==> config.mk <==
export PLATFORM = sky130hd
export DESIGN_NAME = fifo_rd_ctrl_flat
export DESIGN_NICKNAME = d
export VERILOG_FILES = /design/src/rtl/fifo_rd_ctrl_if.sv /design/src/rtl/fifo_rd_ctrl.sv /design/src/flat_wrapper.sv
export SDC_FILE = /design/constraint.sdc
export NUM_CORES = 1
export LEC_CHECK = 0
export CELL_PAD_IN_SITES_DETAIL_PLACEMENT = 1
export CELL_PAD_IN_SITES_GLOBAL_PLACEMENT = 1
export CORE_MARGIN = 2
export CORE_UTILIZATION = 30
export CTS_CLUSTER_SIZE = 12
export DETAILED_ROUTE_END_ITERATION = 7
export PLACE_DENSITY = 0.66
export SETUP_SLACK_MARGIN = 0.5
export SLEW_MARGIN = 10
export SYNTH_ARGS = -nofsm -noshare
export SYNTH_HDL_FRONTEND = slang
export SYNTH_SLANG_ARGS = --single-unit
==> constraint.sdc <==
create_clock -name rd_clk -period 7.5 [get_ports rd_clk]
set_clock_uncertainty 0.05 [all_clocks]
set_input_delay 1.5 -clock rd_clk [delete_from_list [all_inputs] [get_ports rd_clk]]
set_output_delay 1.5 -clock rd_clk [all_outputs]
set_load 0.01 [all_outputs]
==> src/rtl/fifo_rd_ctrl_if.sv <==
// -----------------------------------------------------------------------------
// fifo_rd_ctrl_if
// Bundles the read-domain signals of the asynchronous FIFO read controller.
//
// Ports and signals:
//   wr_ptr_gray  Gray write pointer from the write domain (asynchronous)
//   rd_mem_data  memory read data, combinational from rd_addr
//   rd_addr      memory read address
//   rd_ptr_gray  registered Gray read pointer, towards the write domain
//   rd_empty     memory holds no unread word
//   rd_level     number of unread words in memory
//   rd_data      output register contents
//   rd_valid     rd_data holds a word
//   rd_ready     consumer accepts rd_data this cycle
//
// Modports:
//   master  the read controller
//   slave   the memory and consumer around it
// -----------------------------------------------------------------------------
interface fifo_rd_ctrl_if #(
  parameter int DATA_WIDTH = 8,
  parameter int ADD_WIDTH  = 4
);

  logic [ADD_WIDTH:0]    wr_ptr_gray;
  logic [DATA_WIDTH-1:0] rd_mem_data;
  logic [ADD_WIDTH-1:0]  rd_addr;
  logic [ADD_WIDTH:0]    rd_ptr_gray;
  logic                  rd_empty;
  logic [ADD_WIDTH:0]    rd_level;
  logic [DATA_WIDTH-1:0] rd_data;
  logic                  rd_valid;
  logic                  rd_ready;

  modport master (
    input  wr_ptr_gray,
    input  rd_mem_data,
    input  rd_ready,
    output rd_addr,
    output rd_ptr_gray,
    output rd_empty,
    output rd_level,
    output rd_data,
    output rd_valid
  );

  modport slave (
    output wr_ptr_gray,
    output rd_mem_data,
    output rd_ready,
    input  rd_addr,
    input  rd_ptr_gray,
    input  rd_empty,
    input  rd_level,
    input  rd_data,
    input  rd_valid
  );

endinterface

==> src/rtl/fifo_rd_ctrl.sv <==
// -----------------------------------------------------------------------------
// fifo_rd_ctrl
// Read-domain controller of an asynchronous FIFO. Synchronises the write Gray
// pointer into rd_clk, keeps the binary and Gray read pointers, derives the
// empty flag and fill level, and presents words through a one-entry
// show-ahead output register with a valid/ready handshake.
//
// Ports:
//   rd_clk   read-domain clock
//   rd_rst   asynchronous active-high reset
//   bus      fifo_rd_ctrl_if.master: wr_ptr_gray, rd_mem_data, rd_ready in;
//            rd_addr, rd_ptr_gray, rd_empty, rd_level, rd_data, rd_valid out
// -----------------------------------------------------------------------------
module fifo_rd_ctrl #(
  parameter int DATA_WIDTH  = 8,
  parameter int MEM_DEPTH   = 16,
  parameter int ADD_WIDTH   = $clog2(MEM_DEPTH),
  parameter int SYNC_STAGES = 2
) (
  input  logic                rd_clk,
  input  logic                rd_rst,
  fifo_rd_ctrl_if.master      bus
);

  localparam int PW = ADD_WIDTH + 1;
  localparam logic [PW-1:0] PTR_ZERO = {PW{1'b0}};
  localparam logic [PW-1:0] PTR_ONE  = {{ADD_WIDTH{1'b0}}, 1'b1};

  // Binary to Gray: adjacent codes differ in exactly one bit.
  function automatic logic [PW-1:0] bin2gray(input logic [PW-1:0] b);
    return b ^ {1'b0, b[PW-1:1]};
  endfunction

  // Gray to binary: each binary bit is the XOR of all Gray bits at or above it.
  function automatic logic [PW-1:0] gray2bin(input logic [PW-1:0] g);
    logic [PW-1:0] b;
    b[PW-1] = g[PW-1];
    for (int i = PW - 2; i >= 0; i--) begin
      b[i] = b[i+1] ^ g[i];
    end
    return b;
  endfunction

  logic [PW-1:0]         sync_q [SYNC_STAGES];
  logic [PW-1:0]         rd_ptr_bin_q;
  logic [PW-1:0]         rd_ptr_bin_d;
  logic [PW-1:0]         rd_ptr_gray_q;
  logic [PW-1:0]         rd_ptr_gray_d;
  logic [DATA_WIDTH-1:0] rd_data_q;
  logic [DATA_WIDTH-1:0] rd_data_d;
  logic                  rd_valid_q;
  logic                  rd_valid_d;

  logic [PW-1:0]         wq_ptr_gray;
  logic                  empty;
  logic [PW-1:0]         level;
  logic                  load;

  assign wq_ptr_gray = sync_q[SYNC_STAGES-1];

  // Write-pointer synchroniser chain; the only consumer of wr_ptr_gray.
  always_ff @(posedge rd_clk or posedge rd_rst) begin
    if (rd_rst) begin
      for (int i = 0; i < SYNC_STAGES; i++) begin
        sync_q[i] <= PTR_ZERO;
      end
    end else begin
      sync_q[0] <= bus.wr_ptr_gray;
      for (int i = 1; i < SYNC_STAGES; i++) begin
        sync_q[i] <= sync_q[i-1];
      end
    end
  end

  // Status flags, load decision and next state of pointers/output register.
  always_comb begin
    empty         = (rd_ptr_gray_q == wq_ptr_gray);
    // Modulo subtraction: the synced write pointer lags, so the level can only
    // under-report.
    level         = gray2bin(wq_ptr_gray) - rd_ptr_bin_q;
    // Fetch when memory has a word and the output register is free or being
    // drained this cycle; an empty memory never advances the pointer.
    load          = !empty && (!rd_valid_q || bus.rd_ready);
    rd_ptr_bin_d  = rd_ptr_bin_q;
    rd_ptr_gray_d = rd_ptr_gray_q;
    rd_data_d     = rd_data_q;
    rd_valid_d    = rd_valid_q;
    if (load) begin
      rd_ptr_bin_d  = rd_ptr_bin_q + PTR_ONE;
      rd_ptr_gray_d = bin2gray(rd_ptr_bin_q + PTR_ONE);
      rd_data_d     = bus.rd_mem_data;
      rd_valid_d    = 1'b1;
    end else if (rd_valid_q && bus.rd_ready) begin
      rd_valid_d    = 1'b0;
    end else begin
      rd_valid_d    = rd_valid_q;
    end
  end

  // Read pointers and show-ahead output register.
  always_ff @(posedge rd_clk or posedge rd_rst) begin
    if (rd_rst) begin
      rd_ptr_bin_q  <= PTR_ZERO;
      rd_ptr_gray_q <= PTR_ZERO;
      rd_data_q     <= {DATA_WIDTH{1'b0}};
      rd_valid_q    <= 1'b0;
    end else begin
      rd_ptr_bin_q  <= rd_ptr_bin_d;
      rd_ptr_gray_q <= rd_ptr_gray_d;
      rd_data_q     <= rd_data_d;
      rd_valid_q    <= rd_valid_d;
    end
  end

  // rd_ptr_gray comes straight from a flop so the write domain never sees a
  // glitch; the memory address is the low part of the binary pointer.
  assign bus.rd_addr     = rd_ptr_bin_q[ADD_WIDTH-1:0];
  assign bus.rd_ptr_gray = rd_ptr_gray_q;
  assign bus.rd_empty    = empty;
  assign bus.rd_level    = level;
  assign bus.rd_data     = rd_data_q;
  assign bus.rd_valid    = rd_valid_q;

endmodule

==> src/flat_wrapper.sv <==
// flat-port wrapper written by rule: the top's interface ports become plain ports
module fifo_rd_ctrl_flat 
#(
  parameter int DATA_WIDTH  = 8,
  parameter int MEM_DEPTH   = 16,
  parameter int ADD_WIDTH   = $clog2(MEM_DEPTH),
  parameter int SYNC_STAGES = 2
)
  (rd_clk, rd_rst, bus_wr_ptr_gray, bus_rd_mem_data, bus_rd_ready, bus_rd_addr, bus_rd_ptr_gray, bus_rd_empty, bus_rd_level, bus_rd_data, bus_rd_valid);
  fifo_rd_ctrl_if #(.DATA_WIDTH(DATA_WIDTH), .ADD_WIDTH(ADD_WIDTH)) bus_i ();
  input  logic rd_clk;
  input  logic rd_rst;
  input wire logic [$bits(bus_i.wr_ptr_gray)-1:0] bus_wr_ptr_gray;
  input wire logic [$bits(bus_i.rd_mem_data)-1:0] bus_rd_mem_data;
  input wire logic [$bits(bus_i.rd_ready)-1:0] bus_rd_ready;
  output wire logic [$bits(bus_i.rd_addr)-1:0] bus_rd_addr;
  output wire logic [$bits(bus_i.rd_ptr_gray)-1:0] bus_rd_ptr_gray;
  output wire logic [$bits(bus_i.rd_empty)-1:0] bus_rd_empty;
  output wire logic [$bits(bus_i.rd_level)-1:0] bus_rd_level;
  output wire logic [$bits(bus_i.rd_data)-1:0] bus_rd_data;
  output wire logic [$bits(bus_i.rd_valid)-1:0] bus_rd_valid;
  assign bus_i.wr_ptr_gray = bus_wr_ptr_gray;
  assign bus_i.rd_mem_data = bus_rd_mem_data;
  assign bus_i.rd_ready = bus_rd_ready;
  assign bus_rd_addr = bus_i.rd_addr;
  assign bus_rd_ptr_gray = bus_i.rd_ptr_gray;
  assign bus_rd_empty = bus_i.rd_empty;
  assign bus_rd_level = bus_i.rd_level;
  assign bus_rd_data = bus_i.rd_data;
  assign bus_rd_valid = bus_i.rd_valid;
  fifo_rd_ctrl #(.DATA_WIDTH(DATA_WIDTH), .MEM_DEPTH(MEM_DEPTH), .ADD_WIDTH(ADD_WIDTH), .SYNC_STAGES(SYNC_STAGES)) u_core (.rd_clk(rd_clk), .rd_rst(rd_rst), .bus(bus_i));
endmodule
# Yosys cells after proc, flatten, opt, wreduce, memory -nomap -nowiden

Cells that the tools add are included.

Add/sub/neg operators: 2
Equal/unequal tests: 1
Muxes and demuxes: 2
Bitwise operators: 5
Reduce and logical (&&, ||, !) cells: 6

Operator list:

| operator                                    | count |
|---|---|
| adder 5 x 1 -> 5 bit, second input constant | 1 |
| equality test 5 bit                         | 1 |
| subtractor 5 bit                            | 1 |
| bitwise XOR 5 x 4 -> 5 bit                  | 1 |
| bitwise XOR 1 bit                           | 4 |
| logical AND 1 bit                           | 2 |
| logical NOT 1 bit                           | 2 |
| 2-to-1 mux 1 bit                            | 2 |
| nonzero test 2 bit                          | 1 |
| logical OR 1 bit                            | 1 |

Register bits after elaboration: 29
Output and inout port bits: 24
Logic and storage cells: 22

# Depth between registers and ports, before layout

Depth in word-level cells: 5
Gate-level depth with buffers: 10
Depth with buffers taken out: 10

# Least setup slack after synthesis

OpenSTA, ideal clock, no wires.

Path kind: register to output
Start point: reg u_core.sync_q (netlist bit u_core.wq_ptr_gray[4])
End point: out bus_rd_level[4]
Arrival time: 2.266 ns
Data required time: 5.950 ns
Setup slack: 3.684 ns
Stages on the path, launching flop included: 11
Path buffers: 0
Cells stage by stage: dfrtp_1 -> xor2_1 -> xnor2_1 -> xor2_1 -> xor2_1 -> ha_1 -> fa_1 -> inv_1 -> a21o_1 -> a21oi_1 -> xnor2_1

Longest elaborated chain between the ends: 5

Ends and longest elaborated chain:

| what                            | RTL line           | RTL |
|---|---|---|
| start, declared                 | fifo_rd_ctrl.sv:44 | `logic [PW-1:0] sync_q [SYNC_STAGES];` |
| start signal, assigned by index | fifo_rd_ctrl.sv:70 | `sync_q[i] <= sync_q[i-1];` |
| bitwise XOR 1 bit (4 in series) | fifo_rd_ctrl.sv:39 | `b[i] = b[i+1] ^ g[i];` |
| subtractor 5 bit (*)            | fifo_rd_ctrl.sv:80 | `level = gray2bin(wq_ptr_gray) - rd_ptr_bin_q;` |
| end, declared                   | flat_wrapper.sv:19 | `output wire logic [$bits(bus_i.rd_level)-1:0] bus_rd_level;` |

Every way passes the cells marked *; elsewhere a longest branch is shown, timed or not.

# Final worst setup path

Same ends and word-level chain as after synthesis.

==> impl_metrics.csv <==
group,metric,value,unit
clock_network,cts.sinks,28,
clock_network,cts_buffer_depth,2,
yosys,ys_warn_count,0,
drt,wl,2840,um
drt,num_vias,906,
place,place.port_buffers,39,
global_route,grt_use_total,0.120,
die,num_rows,24,
final_layout,n_antenna_cell,0,
drt,wire_per_inst,14.5,um
yosys,yosysUniqueCellTypes,26,
timing,fin_crit,4.80,ns
global_route,grt_max_degree,29,
clock_network,h-tree-depth,1,
die,die_h,71.5,um
die,ios,40,
die,initial_utilization,0.312,
drt,drt_iter0_drc,17,
yosys,syn_avg_cell_area,13.3,um^2
clock_network,cts_buffers,3,
timing,setup_violations,0,
clock_network,root_buffer,"clkbuf_8",
drt,viasPerCell,4.65,
clock_network,post_cts_buffers,0,
worst_setup_path,cp.required,5.95,ns
final_layout,drive_above_1_share,0.140,
die,core-area,0.00438,mm^2
status,status,"complete, no violations",
final_layout,area_growth,34.5,%
yosys,syn_nets,125,
timing,maxSlewHeadroom,0.294,
worst_setup_path,timing_worst_setup_path_type,"flip-flop to primary output",
clock_network,clkTransAtPathRegs,0.09,ns
hold_path,hp-class,"flip-flop to flip-flop",
yosys,syn-cell-area,0.00137,mm^2
worst_setup_path,crit_path_end_kind,"primary output",
worst_setup_path,cp.arrival,3.25,ns
drt,dr.pass1.iters,2,
run,maxCapViolations,0,
power_and_ir_drop,peakVddDrop,0.000120,V
power_and_ir_drop,power_density,417,mW/mm^2
global_route,antenna_found_initial,0,
die,die_x,71.5,um
worst_setup_path,critPathLaunchType,"flip-flop",
place,gp_congestion,0.740,
final_layout,final_cell_mix,"clkdlybuf4s50_1 (39), dfrtp_1 (28), xnor2_1 (15), inv_1 (11), mux2_4 (9)",
yosys,ys_seq_area_frac,0.512,
clock_network,cts_resized,0,
global_route,grt_pass1_wl,4850,um
final_layout,nets,167,
clock_network,postCtsHoldBufs,0,
power_and_ir_drop,p_leak,0.805,nW
global_route,grt_pass1_vias,1034,
timing,period_share,0.640,
clock_network,cts_tree,"built",
clock_network,clock_latency,0.27,ns
drt,drtAntennaViolNets,0,
place,dpl-instance-area,0.00180,mm^2
timing,hold_viol_final,0,
yosys,synth_seq_cells,28,
timing,tightest_slew,1.06,ns
timing,grt_setup_unrepaired,"false",
timing,final_max_slew_viol_count,0,
timing,fin_tns_setup,0,ns
die,fp.dieArea,0.00511,mm^2
timing,clock.fmax,0.208,GHz
yosys,syn_inst,103,
drt,drc,0,
final_layout,final_area,0.00184,mm^2
final_layout,layout_commonest_cell,"clkdlybuf4s50_1",
global_route,overflow,0,
worst_setup_path,critPathMaxFanout,3,
worst_setup_path,regToRegSetupSlack,5.59,ns
place,hpwl,2180,um
final_layout,n_fill_cell,465,
-- worst paths after layout --
path / start / endpoint / cells after the start
min: u_core.sync_q[5] / u_core.wq_ptr_gray[0] / 0
min in group asynchronous: rd_rst / u_core.bus.rd_data[1] / 2
max in group asynchronous: rd_rst / u_core.bus.rd_ptr_gray[0] / 2
min reg2reg: u_core.sync_q[5] / u_core.wq_ptr_gray[0] / 0
max: u_core.wq_ptr_gray[4] / bus_rd_level[4] / 11
max reg2reg: u_core.rd_ptr_bin_q[4] / u_core.bus.rd_data[1] / 4
-- cells by family after synthesis --
group | count (synthesis) | synth area share
and+or+nand+nor | 10 | 0.0393
adders and majority gates | 6 | 0.0604
DFF | 28 | 0.512
xor gates and xnor gates | 22 | 0.146
AOI/OAI and AO/OA | 10 | 0.0586
buffers and inverters | 14 | 0.0512
muxes | 13 | 0.132
-- cell usage after synthesis (all sizes together) --
master / n / area share
a211oi: 1 / 0.0055
a21boi: 1 / 0.0055
a21o: 2 / 0.011
a21oi: 3 / 0.019
and3: 1 / 0.0046
and4: 1 / 0.0082
buf: 2 / 0.018
dfrtp: 28 / 0.51
fa: 1 / 0.015
ha: 5 / 0.046
inv: 12 / 0.033
mux2: 13 / 0.13
nand2: 4 / 0.011
nand2b: 1 / 0.0046
nand3: 1 / 0.0037
nand4: 1 / 0.0046
nor2: 1 / 0.0027
o211ai: 2 / 0.011
o32ai: 1 / 0.0064
xnor2: 15 / 0.096
xor2: 7 / 0.050
-- state kept, by name, indices dropped and copies added, names as in the netlist --
register	flops
u_core.bus.rd_data	8
u_core.rd_ptr_bin_q	5
u_core.sync_q	5
u_core.wq_ptr_gray	5
u_core.bus.rd_ptr_gray	4
u_core.bus.rd_valid	1
-- area by class of cell --
class	count	area (um^2)	share of cell area
Sequential cell	28	701	0.381
Inverter	12	45.0	0.0245
Timing Repair Buffer	39	390	0.212
Tap cell	52	65.1	0.0354
Clock buffer	3	41.3	0.0224
Multi-Input combinational cell	61	597	0.324
-- worst max-delay path: stages (launching register included) --
cell and delay, ns:
dfrtp_1 0.42, xor2_1 0.26, xnor2_1 0.19, xor2_1 0.35
xor2_1 0.12, ha_1 0.23, fa_1 0.46, inv_1 0.08
a21o_1 0.11, a21oi_1 0.07, xnor2_1 0.14, clkdlybuf4s50_1 0.55
-- layer usage --
metal | part of all wire | vias up | wire [um] | GRT usage
met5 | 0 | - | 0 | 0
met1 | 0.42 | 449 | 1200 | 0.151
li1 | - | 418 | - | -
met2 | 0.48 | 36 | 1360 | 0.195
met3 | 0.087 | 3 | 246 | 0.0408
met4 | 0.0099 | 0 | 28 | 0.0377
-- report_power, final --
part	total [mW]	internal, mW	leakage [nW]	switching [mW]
clock	0.0807	0.0361	0.0216	0.0446
combinational	0.446	0.265	0.460	0.181
sequential	0.241	0.190	0.323	0.0504
-- metrics by stage --
step	instances	util	hold WS [ns]	total power, mW	setup slack, ns
final	195	0.420	0.309	0.768	2.70
after CTS	195	0.420	0.312	0.779	2.67
after detailed placement	192	0.410	0.291	0.694	2.98
after floorplan	103	-	0.281	0.508	3.68
after global placement	192	0.410	0.284	0.680	3.13
after global routing	195	0.420	0.323	0.828	2.49
(Power assumes the default switching activity.)
